## src/rtl/vending_pkg.sv

```systemverilog
// Shared state encoding and coin table for the vending order front-end.
package vending_pkg;

  typedef enum logic [2:0] {
    IDLE,
    COLLECT,
    EVAL,
    DISPENSE,
    CHANGE
  } vend_state_t;

  localparam int COIN_VAL [4] = '{1, 2, 5, 10};
  localparam int MONEY_MAX    = 15;

endpackage

```

## src/rtl/vending_coin_acc.sv

```systemverilog
// Credit register: decodes coin denominations, loads or adds accepted coins, and
// rejects any coin that is not allowed or would overflow the credit (reject 1 cycle after strobe).
module vending_coin_acc
  import vending_pkg::*;
#(
  parameter int MONEY_W = 4
) (
  input  logic               clk,
  input  logic               rst,
  input  logic               coin_valid,
  input  logic [1:0]         coin_val,
  input  logic               accept_en,
  input  logic               load,
  input  logic               clear,
  output logic [MONEY_W-1:0] credit,
  output logic               coin_reject
);

  logic [MONEY_W:0] coin_amt;
  logic [MONEY_W:0] sum;
  logic             take;

  // One extra bit on the sum flags a credit that would exceed the register range.
  always_comb begin
    coin_amt = (MONEY_W+1)'(COIN_VAL[coin_val]);
    sum      = (load ? {(MONEY_W+1){1'b0}} : {1'b0, credit}) + coin_amt;
    take     = coin_valid && accept_en && !sum[MONEY_W];
  end

  always_ff @(posedge clk) begin
    if (rst) begin
      credit      <= '0;
      coin_reject <= 1'b0;
    end else begin
      coin_reject <= coin_valid && !take;
      if (clear) begin
        credit <= '0;
      end else if (take) begin
        credit <= sum[MONEY_W-1:0];
      end
    end
  end

endmodule

```

## src/rtl/vending_order_ctrl.sv

```systemverilog
// Order front-end for the vendingmachine price checker: collects credit, evaluates the order,
// then runs the dispense and change/refund handshakes. VEND_TIMEOUT_EN adds an idle auto-refund.
module vending_order_ctrl
  import vending_pkg::*;
#(
  parameter int CODE_W         = 2,
  parameter int COUNT_W        = 3,
  parameter int MONEY_W        = 4,
  parameter int TIMEOUT_CYCLES = 1024
) (
  input  logic               clk,
  input  logic               rst,
  input  logic               coin_valid,
  input  logic [1:0]         coin_val,
  output logic               coin_reject,
  input  logic               sel_valid,
  input  logic [CODE_W-1:0]  sel_code,
  input  logic [COUNT_W-1:0] sel_count,
  input  logic               cancel,
  output logic [CODE_W-1:0]  vm_code,
  output logic [COUNT_W-1:0] vm_count,
  output logic [MONEY_W-1:0] vm_money,
  input  logic               vm_posibility,
  input  logic [MONEY_W-1:0] vm_remaining,
  output logic               disp_valid,
  input  logic               disp_ready,
  output logic               chg_valid,
  output logic [MONEY_W-1:0] chg_amount,
  input  logic               chg_ready,
  output logic               busy
);

  if (TIMEOUT_CYCLES < 1) begin : g_timeout_chk
    $error("TIMEOUT_CYCLES must be at least 1");
  end

  vend_state_t        state, state_nx;
  logic [MONEY_W-1:0] credit;
  logic               acc_en, acc_load, credit_clr;
  logic               latch_sel, refund_credit, take_remaining, clear_order;
  logic               timeout_hit;

  vending_coin_acc #(
    .MONEY_W (MONEY_W)
  ) u_coin_acc (
    .clk         (clk),
    .rst         (rst),
    .coin_valid  (coin_valid),
    .coin_val    (coin_val),
    .accept_en   (acc_en),
    .load        (acc_load),
    .clear       (credit_clr),
    .credit      (credit),
    .coin_reject (coin_reject)
  );

  assign vm_money   = credit;
  assign busy       = (state != IDLE);
  assign disp_valid = (state == DISPENSE);
  assign chg_valid  = (state == CHANGE);

`ifdef VEND_TIMEOUT_EN
  localparam int TW = $clog2(TIMEOUT_CYCLES + 1);
  logic [TW-1:0] idle_cnt;
  logic          collect_evt;

  assign collect_evt = coin_valid || sel_valid || cancel;
  assign timeout_hit = (state == COLLECT) && !collect_evt &&
                       (idle_cnt == TW'(TIMEOUT_CYCLES - 1));

  always_ff @(posedge clk) begin
    if (rst || state != COLLECT || collect_evt) begin
      idle_cnt <= '0;
    end else begin
      idle_cnt <= idle_cnt + TW'(1);
    end
  end
`else
  assign timeout_hit = 1'b0;
`endif

  always_comb begin
    state_nx       = state;
    acc_en         = 1'b0;
    acc_load       = 1'b0;
    credit_clr     = 1'b0;
    latch_sel      = 1'b0;
    refund_credit  = 1'b0;
    take_remaining = 1'b0;
    clear_order    = 1'b0;
    unique case (state)
      IDLE: begin
        acc_en   = 1'b1;
        acc_load = 1'b1;
        if (coin_valid) state_nx = COLLECT;
      end
      COLLECT: begin
        // Cancel blocks a same-cycle coin so the refund matches the credit exactly.
        if (cancel) begin
          refund_credit = 1'b1;
          state_nx      = CHANGE;
        end else begin
          acc_en = 1'b1;
          if (sel_valid && sel_count != '0) begin
            latch_sel = 1'b1;
            state_nx  = EVAL;
          end else if (timeout_hit) begin
            refund_credit = 1'b1;
            state_nx      = CHANGE;
          end
        end
      end
      EVAL: begin
        if (vm_posibility) begin
          take_remaining = 1'b1;
          state_nx       = DISPENSE;
        end else begin
          state_nx = COLLECT;
        end
      end
      DISPENSE: begin
        if (disp_ready) begin
          if (chg_amount != '0) begin
            state_nx = CHANGE;
          end else begin
            credit_clr = 1'b1;
            state_nx   = IDLE;
          end
        end
      end
      CHANGE: begin
        if (chg_ready) begin
          credit_clr  = 1'b1;
          clear_order = 1'b1;
          state_nx    = IDLE;
        end
      end
      default: state_nx = IDLE;
    endcase
  end

  always_ff @(posedge clk) begin
    if (rst) begin
      state      <= IDLE;
      vm_code    <= '0;
      vm_count   <= '0;
      chg_amount <= '0;
    end else begin
      state <= state_nx;
      if (latch_sel) begin
        vm_code  <= sel_code;
        vm_count <= sel_count;
      end else if (clear_order) begin
        vm_code  <= '0;
        vm_count <= '0;
      end
      if (refund_credit) begin
        chg_amount <= credit;
      end else if (take_remaining) begin
        chg_amount <= vm_remaining;
      end else if (clear_order) begin
        chg_amount <= '0;
      end
    end
  end

endmodule
```

## config.mk

```make
export PLATFORM = sky130hd
export DESIGN_NAME = vending_order_ctrl
export DESIGN_NICKNAME = d
export VERILOG_FILES = /design/src/rtl/vending_pkg.sv /design/src/rtl/vending_coin_acc.sv /design/src/rtl/vending_order_ctrl.sv
export SDC_FILE = /design/constraint.sdc
export NUM_CORES = 1
export LEC_CHECK = 0
export ABC_CLOCK_PERIOD_IN_PS = 2480
export BUFFER_PORTS_ARGS = -buffer_cell sky130_fd_sc_hd__buf_2
export CAP_MARGIN = 5
export CORE_MARGIN = 2
export CORE_UTILIZATION = 48
export CTS_CLUSTER_DIAMETER = 80
export CTS_CLUSTER_SIZE = 25
export DETAILED_ROUTE_END_ITERATION = 10
export GPL_TIMING_DRIVEN = 0
export HOLD_SLACK_MARGIN = 0.03
export PLACE_DENSITY = 0.83
export SYNTH_ARGS = -nofsm -noshare
export SYNTH_HDL_FRONTEND = slang
export SYNTH_SLANG_ARGS = --single-unit
```

## constraint.sdc

```tcl
create_clock -name clk -period 2.48 [get_ports clk]
set_input_delay 0.744 -clock clk [delete_from_list [all_inputs] [get_ports clk]]
set_output_delay 0.744 -clock clk [all_outputs]
set_load 0.02 [all_outputs]
```

# ---- After elaboration in Yosys (flattened, before gate mapping)
# Index checks and enable logic that the tools add are counted.
# Widths: inputs -> output; s select.
dict set report totals {
  reg_bits 17
  input_bits 19
}
dict set report classes {
  addsub 1
  order_cmp 1
  n_eq_ne 8
  n_mux 34
  bitwise 1
  n_reduce_logical 14
}
# op n
set op_table {}
lappend op_table {{$bmux 32 s2} 1}
lappend op_table {{$mux 3} 8}
lappend op_table {{$mux 4} 4}
lappend op_table {{$pmux 3 s5} 1}
lappend op_table {{$mux 1} 13}
lappend op_table {{$mux 5} 2}
lappend op_table {{$reduce_bool 3->1} 3}
lappend op_table {{$eq 3x2->1 const B} 2}
lappend op_table {{$mux 2} 3}
lappend op_table {{$add 5x5->5} 1}
lappend op_table {{$logic_and 1x1->1} 4}
lappend op_table {{$ne 2x1->1 const B} 2}
lappend op_table {{$pmux 1 s2} 2}
lappend op_table {{$reduce_and 4->1} 1}
lappend op_table {{$reduce_bool 4->1} 1}
lappend op_table {{$eq 3x1->1 const B} 1}
lappend op_table {{$eq 3x3->1 const B} 1}
lappend op_table {{$ge 3x3->1 const B} 1}
lappend op_table {{$logic_not 3->1} 1}
lappend op_table {{$ne 3x3->1 const B} 1}
lappend op_table {{$not 2->3} 1}
lappend op_table {{$logic_not 1->1} 2}
lappend op_table {{$ne 2x2->1 const B} 1}
lappend op_table {{$reduce_bool 2->1} 1}
lappend op_table {{$reduce_or 2->1} 1}

# ---- Logic depth before layout (Yosys ltp)
# Gate-level depths: netlist of the first run.
dict set report logic_depth {
  depth_word 9
  depth_mapped 10
  ltp_nobuf 9
}

# ---- Modules after synthesis
# Synthesis of the first run repeated with hierarchy kept, for this count alone.
dict set report hier_totals {
  hier_cells 115
  hier_area_um2 1063.5
}
# module instances cells_each area_each_um2 seq_area_each_um2
set modules_own_cells {}
lappend modules_own_cells {vending_order_ctrl 1 70 656.9 240.2}
lappend modules_own_cells {vending_coin_acc 1 45 406.6 100.1}

# ---- Worst setup path before layout of the first run
# No wires, ideal clock.
dict set report synth_timing {
  path_type {register to register}
  startpoint {register state[0]}
  endpoint {register u_coin_acc.credit[1]}
  setup_time_ns 0.070
  t_arrival_ns 2.254
  setup_slack_ns 0.157
  stages_incl_launch_ff 11
  n_path_buf 1
  synth_period_minus_slack_ns 2.323
  path_cell_list {dfxtp_1 buf_2 or3_1 and2_1 ha_1 inv_1 fa_1 nand3b_1 nand4_1 or2_0 a21oi_1}
}
dict set report synth_via {
  elab_chain_len 6
  word_cells_on_any_way 13
  cone_classes {add/sub (1); eq/ne (3); mux (4); reduce/logical (5)}
}
# element line
set synth_lines {}
lappend synth_lines {{start, declared} vending_order_ctrl.sv:37} ;# vend_state_t state, state_nx;
lappend synth_lines {{start signal, assigned} vending_order_ctrl.sv:149} ;# state <= state_nx;
lappend synth_lines {{$logic_not 3->1} vending_order_ctrl.sv:91} ;# unique case (state)
lappend synth_lines {{$mux 1} vending_order_ctrl.sv:91}
lappend synth_lines {{$mux 4} vending_coin_acc.sv:26} ;# sum = (load ? {(MONEY_W+1){1'b0}} : {1'b0, credit}) + coin_amt;
lappend synth_lines {{$add 5x5->5} vending_coin_acc.sv:26}
lappend synth_lines {{$logic_not 1->1} vending_coin_acc.sv:27} ;# take = coin_valid && accept_en && !sum[MONEY_W];
lappend synth_lines {{$logic_and 1x1->1} vending_coin_acc.sv:27}
lappend synth_lines {{end signal, assigned} vending_coin_acc.sv:39} ;# credit <= sum[MONEY_W-1:0];
lappend synth_lines {{end, declared} vending_coin_acc.sv:15} ;# output logic [MONEY_W-1:0] credit,
# Parallel ways exist; a longest one is shown, timed or not.
# A chain may end at the register's enable or synchronous reset.

# ---- Final worst setup path of the first run
dict set report layout_timing {
  startpoint {register state[0]}
  endpoint {register u_coin_acc.credit[0]}
}
# Same word-level chain as after synthesis.

==> reports/metrics.yaml, run 1 <==
layout:
  drive_gt1_share_pct: 38.5
  nNetsFinal: 173
  area_growth_pct: 26.5
  insertedDiodeCount: 0
  fillers: 184
global_routing:
  grt_pass1_vias: 866
  grt_use_total_pct: 18.8
  grt_pass1_wl_mm: 3.62
  antenna_found_initial: 0
  grt_remaining_overflow: 0
  grt_max_degree: 11
power:
  powerDensity_nw_per_um2: 583
  p_total_uw: 742
  irDropWorstVdd_uv: 415
  p_leak_nw: 0.614
drt:
  via_per_inst: 5.46
  num_vias: 956
  drc: 0
  drtIter0Drc: 28
  dr.pass1.iters: 4
  wire_per_inst_um: 13.0
  ant_nets: 0
  totalWireLength_mm: 2.28
setup_path:
  path_buf_inv: 3
  ff2ff_setup_slack_ns: 0.09
  cp_slowest_cell: "or3_4"
  cp-end-kind: "register"
  crit_start: "state[0]"
  critPathKind: "reg2reg"
  critical_path_depth: 11
  worstSetupEndpoint: "u_coin_acc.credit[0]"
  r2r_end: "u_coin_acc.credit[0]"
  crit_required_ns: 2.68
  slowest_delay_ns: 0.43
  cp_cell_sequence: "buf_2 > or3_4 > and2_1 > ha_1 > inv_2 > fa_2 > nand3b_1 > nand4_1 > buf_4 > mux2i_1 > nor2_1"
  crit_path_start_kind: "register"
  cp_max_fo: 10
  cpLargestDelayFamily: "simple AND/OR/NAND/NOR gates"
  r2r_start: "state[0]"
  worst_r2r_path_depth: 11
  arrival_ns: 2.60
synthesis:
  synth_most_common_cell: "dfxtp_1"
  avgSynthCellArea_um2: 9.49
  ys_top_cells_by_count: "dfxtp_1, nor2_1, mux2i_1, nor2b_1, and2_1"
  yosysTopAreaCellShare_pct: 33.8
  netlist_top_cells_area: "dfxtp_1, mux2i_1, nor2_1"
  synth_seq_cells: 17
  synthFlopType: "dfxtp_1"
  ys.warnings.count: 0
  async_flop_share_pct: 0
  yosysUniqueCellTypes: 37
  syn_area_um2: 1010
  synth_seq_area_share_pct: 33.8
  synth_top_area_cell: "dfxtp_1"
  syn_nets: 130
  synth_cells: 106
  synth-edff-count: 0
sta:
  max-slew-margin-rel_pct: 69.2
  tightest_slew_ns: 0.458
  setup_ws_ns: 0.0859
  hold_viol: 0
  tns_ns: 0
  fmax_mhz: 418
  finalCritPeriodShare_pct: 96.5
  setup_viol: 0
  hold_slack_ns: 0.502
  period_minus_slack_ns: 2.39
  final_max_slew_viol_count: 0
  fin_worst_skew_ns: 0.00370
outcome:
  status: "finished clean"
clock_network:
  htree_levels: 1
  cts-root-buf: "clkbuf_4"
  cts_buffer_depth: 2
  cts.clk_slew.worst_paths_ns: 0.10
  cts_made_buffers: 3
  insertion_delay_ns: 0.31
  clock-sinks: 17
  cts_tree: "yes"
min_path:
  hp-class: "reg2reg"
placed_design:
  hpwlAfterDp_mm: 1.70
  gp_congestion: 0.753
  post-place-ws_ns: 0.0152
  portBuffers: 35
flow_run:
  cap_violations: 0
die:
  core_area_um2: 1960
  dieArea_um2: 2480
  die_w_um: 49.8
  start_util_pct: 51.3
  floorplan.rows: 16
  boundaryPins: 36
  die_y_um: 49.8
==> state kept, by name (all words and copies together), names as in the netlist <==
register,flops
chg_amount,4
state,3
u_coin_acc.coin_reject,1
u_coin_acc.credit,4
vm_code,2
vm_count,3
==> layer usage <==
metal / vias to the layer above / global-route usage, % / wire length [um]
li1: 470 / - / -
met1: 454 / 23.3 / 998
met2: 27 / 31.3 / 1100
met3: 5 / 3.64 / 129
met4: 0 / 8.80 / 51
met5: - / 0 / 0
==> repair_timing <==
item / 4_1_cts / 5_1_grt
gates cloned: 0 / 0
resized for setup: 0 / 3
hold endpoints to repair: 0 / 0
setup buffers: 2 / 1
pin swaps: 1 / 2
hold buffers: 0 / 0
setup endpoints to repair: 1 / 3
==> final cells by class <==
cell class | count | area [um^2] | area share [%]
Timing Repair Buffer | 38 | 198 | 15.5
Inverter | 4 | 15.0 | 1.18
Clock buffer | 3 | 22.5 | 1.77
Sequential cell | 17 | 340 | 26.7
Tap cell | 27 | 33.8 | 2.65
Clock inverter | 1 | 5.00 | 0.393
Multi-Input combinational cell | 80 | 622 | 48.9
Buffer | 5 | 36.3 | 2.85
==> per-stage QoR <==
| stage | util [%] | area [um^2] | std cells |
|---|---|---|---|
| after floorplan | - | 1010 | 106 |
| after global placement | 61.9 | 1210 | 168 |
| after detailed placement | 61.9 | 1210 | 168 |
| after CTS | 64.1 | 1260 | 174 |
| after global routing | 64.9 | 1270 | 175 |
| final | 64.9 | 1270 | 175 |
==> worst min path at each step <==
stage | start | endpoint | depth (start not counted)
2_1_floorplan | u_coin_acc.credit[3] | u_coin_acc.credit[3] | 2
3_3_place_gp | u_coin_acc.credit[3] | u_coin_acc.credit[3] | 2
3_5_place_dp | u_coin_acc.credit[3] | u_coin_acc.credit[3] | 2
4_1_cts | u_coin_acc.credit[3] | u_coin_acc.credit[3] | 2
5_1_grt | u_coin_acc.credit[3] | u_coin_acc.credit[3] | 2
6_report | u_coin_acc.credit[3] | u_coin_acc.credit[3] | 2
==> where the power goes <==
| group | internal, mW | switching, mW |
|---|---|---|
| clock | 0.0604 | 0.0932 |
| combinational | 0.127 | 0.152 |
| sequential | 0.295 | 0.0149 |
| total | 0.483 | 0.260 |
==> worst register-to-register path: cells and delay by family (launching register included) <==
kind / cells / cell delay [ns]
buffers and inverters: 3 / 0.46
flip-flops: 1 / 0.31
AND/OR/NAND/NOR: 5 / 0.97
multiplexers: 1 / 0.14
adder cells (fa/ha/maj): 2 / 0.42
==> cell families (layout without fill, tap and decap cells) <==
logic type      after synthesis  after routing  synth area share, %
buf+inv                       9             51                 5.10
flops                        17             17                 33.8
xor+xnor                      1              1                0.871
compound gates               15             15                 13.2
fa+ha+maj                     5              5                 6.97
mux                           8              8                 7.96
simple gates                 51             51                 32.1
==> cell usage in the layout, fill, tap and decap left out, types with 2 or more instances in the layout <==
| cell | instances |
|---|---|
| and4bb_2 | 2 |
| and2_1 | 5 |
| buf_4 | 3 |
| and4bb_1 | 2 |
| mux2i_1 | 8 |
| nor2_1 | 14 |
| a222oi_1 | 4 |
| nand2_1 | 4 |
| buf_2 | 37 |
| nor3_1 | 3 |
| dfxtp_1 | 17 |
| ha_1 | 4 |
| a21oi_1 | 4 |
| nor2b_1 | 8 |
| buf_6 | 2 |
| inv_1 | 3 |
| clkbuf_4 | 3 |
| and3b_1 | 2 |
Power figures use the tool's default switching activity.
==> run 2, diff against run 1 <==
Settings changed: ABC_AREA set to 1, CORE_UTILIZATION 48 to 50.
==> run 2 against run 1 <==
Global-route usage is 2.7 points higher. Total power increased by 67%. Sequential cell count unchanged. Synthesized area is 16% higher. Hold slack worse by 0.013 ns. Sequential power grew 32%. Wire length is 8.3% higher. Synthesized cell count is 61% higher.
==> reports/metrics.yaml, run 2 <==
outcome:
  status: "finished clean"
synthesis:
  synth_most_common_cell: "nand2_1"
  synth_cells: 171
  netlist_top_cells_area: "dfxtp_1, nand2_1, inv_1"
  synth_seq_area_share_pct: 29.1
  synth-edff-count: 0
  synth_top_area_cell: "dfxtp_1"
  avgSynthCellArea_um2: 6.85
  yosysTopAreaCellShare_pct: 29.1
  syn_nets: 195
  ys.warnings.count: 0
  syn_area_um2: 1170
  synthFlopType: "dfxtp_1"
  ys_top_cells_by_count: "nand2_1, inv_1, nor2_1, dfxtp_1, nand2_2"
  yosysUniqueCellTypes: 22
  async_flop_share_pct: 0
  synth_seq_cells: 17
drt:
  wire_per_inst_um: 10.3
  drtIter0Drc: 26
  totalWireLength_mm: 2.46
  via_per_inst: 4.78
  ant_nets: 0
  num_vias: 1137
  drc: 0
  dr.pass1.iters: 4
power:
  irDropWorstVdd_uv: 467
  p_leak_nw: 0.771
  p_comb_share_pct: 54.6
  switching_power_uw: 604
  clockPowerShare_pct: 12.3
  swShare_pct: 48.7
  p_int_uw: 636
  powerDensity_nw_per_um2: 880
  p_seq_share_pct: 33.1
  p_total_mw: 1.24
sta:
  max-slew-margin-rel_pct: 56.2
  rsz0062_at_grt: "false"
  final_max_slew_viol_count: 0
  tightest_slew_ns: 0.658
  period_minus_slack_ns: 2.20
  setup_viol: 0
  hold_slack_ns: 0.489
  tns_ns: 0
  hold_viol: 0
  finalCritPeriodShare_pct: 88.8
  fin_worst_skew_ns: 0.0105
  fmax_mhz: 454
global_routing:
  grt_max_degree: 11
  antenna_found_initial: 0
  grt_util_met2_pct: 34.4
  gr-max-usage-layer: "met2"
  gr-usage-met3_pct: 2.86
  grt_remaining_overflow: 0
  grt_pass1_vias: 1064
  grt_use_total_pct: 21.6
  use_met1_pct: 29.0
  grt_pass1_wl_mm: 4.43
layout:
  final_cell_mix: "buf_2, nand2_1, inv_1"
  nNetsFinal: 235
  final_common_cell: "buf_2"
  reg.largest.list: "chg_amount (4), u_coin_acc.credit (4)"
  insertedDiodeCount: 0
  drive_gt1_share_pct: 40.0
  finalCoreUtilization_pct: 63.7
  area_growth_pct: 20.3
min_path:
  hp-class: "reg2reg"
clock_network:
  cts_setup_buffers: 0
  clock-sinks: 17
  cts-root-buf: "clkbuf_4"
  hold_buffers: 0
  htree_levels: 1
  cts_made_buffers: 3
  insertion_delay_ns: 0.30
  cts_tree: "yes"
  cts-resized-gates: 0
  cts.clk_slew.worst_paths_ns: 0.10
  cts_buffer_depth: 2
setup_path:
  cp_slowest_cell: "dfxtp_1"
  worstSetupEndpoint: "u_coin_acc.credit[3]"
  path_common_cell: "nand2_1"
  cp_cell_sequence: "nor2_2 > nand2_2 > inv_1 > nor2_1 > ha_1 > inv_1 > fa_1 > inv_1 > nand2_1 > nand2_1 > a21oi_1 > nand2_2 > nand2_1 > nand2_1 > nor2_1"
  cp-end-kind: "register"
  r2r_start: "state[0]"
  r2r_end: "u_coin_acc.credit[3]"
  worst_r2r_path_depth: 15
  cp_max_fo: 9
  ff2ff_setup_slack_ns: 0.28
  slowest_delay_ns: 0.53
  critPathKind: "reg2reg"
  arrival_ns: 2.39
  crit_required_ns: 2.67
  crit_path_start_kind: "register"
  crit_start: "state[0]"
flow_run:
  cap_violations: 0
die:
  start_util_pct: 52.9
  dieArea_um2: 2750
  die_y_um: 52.4
  core_area_um2: 2210
  boundaryPins: 36
  floorplan.rows: 17
  die_w_um: 52.4
placed_design:
  portBuffers: 35
  gp_congestion: 0.766
  hpwlAfterDp_mm: 2.04
[run 2: cell count changes after synthesis, sizes merged, moves of 4 or more]
cell / delta
and2: -5
nor2: +17
a222oi: -4
buf: -4
mux2i: -8
nand2: +42
and4bb: -4
a21oi: +11
nand3: +14
inv: +27
nor2b: -8
[run 2: worst min-delay path by stage]
stage | start | to | cells past startpoint
floorplan | chg_amount[1] | chg_amount[1] | 2
detailed placement | chg_amount[0] | chg_amount[0] | 2
CTS | chg_amount[3] | chg_amount[3] | 2
global route | chg_amount[1] | chg_amount[1] | 2
global placement | chg_amount[2] | chg_amount[2] | 2
finish | vm_count[0] | vm_count[0] | 2
[run 2: kinds of logic after synthesis]
| kind of cell | Yosys count | synth area share, % |
|---|---|---|
| AND/OR/NAND/NOR | 98 | 43.1 |
| buffers and inverters | 33 | 11.0 |
| AO/OA/AOI/OAI | 18 | 10.9 |
| flip-flops | 17 | 29.1 |
| adder cells (fa/ha/maj) | 5 | 5.98 |
[run 2: worst max-delay path: cells and delay by family, from the launching register on]
family	cells	cell delay [ns]
DFF	1	0.53
and+or+nand+nor	9	0.76
AOI/OAI and AO/OA	1	0.06
adders and majority gates	2	0.55
buffers and inverters	3	0.20
[run 2: layout make-up]
| class | count | area, um^2 |
|---|---|---|
| buffer | 1 | 3.75 |
| clock buffer | 3 | 22.5 |
| clock inverter | 1 | 5.00 |
| fill | 219 | 803 |
| inverter | 32 | 125 |
| multi-input combinational | 121 | 702 |
| sequential | 17 | 340 |
| tap | 28 | 35.0 |
| timing repair buffer | 35 | 175 |
[run 2: power groups by stage]
stage                     combinational, mW  clock (mW)  sequential [mW]
final                                 0.677       0.153            0.410
after global routing                  0.773       0.168            0.419
after CTS                             0.683       0.153            0.409
after detailed placement              0.680           0            0.415
after global placement                0.660           0            0.414
after floorplan                       0.449           0            0.471
[run 2: stage by stage]
step / area, um^2 / worst slack (ns) / instances
after floorplan: 1170 / 0.450 / 171
after global placement: 1380 / 0.307 / 234
after detailed placement: 1380 / 0.287 / 234
after CTS: 1410 / 0.253 / 238
after global routing: 1410 / 0.000699 / 238
final: 1410 / 0.278 / 238
[run 2: layer usage]
layer / share of wire, % / vias to the layer above
met4: 1.7 / 0
met1: 47 / 500
met2: 46 / 31
met3: 4.9 / 5
li1: - / 601
met5: 0 / -
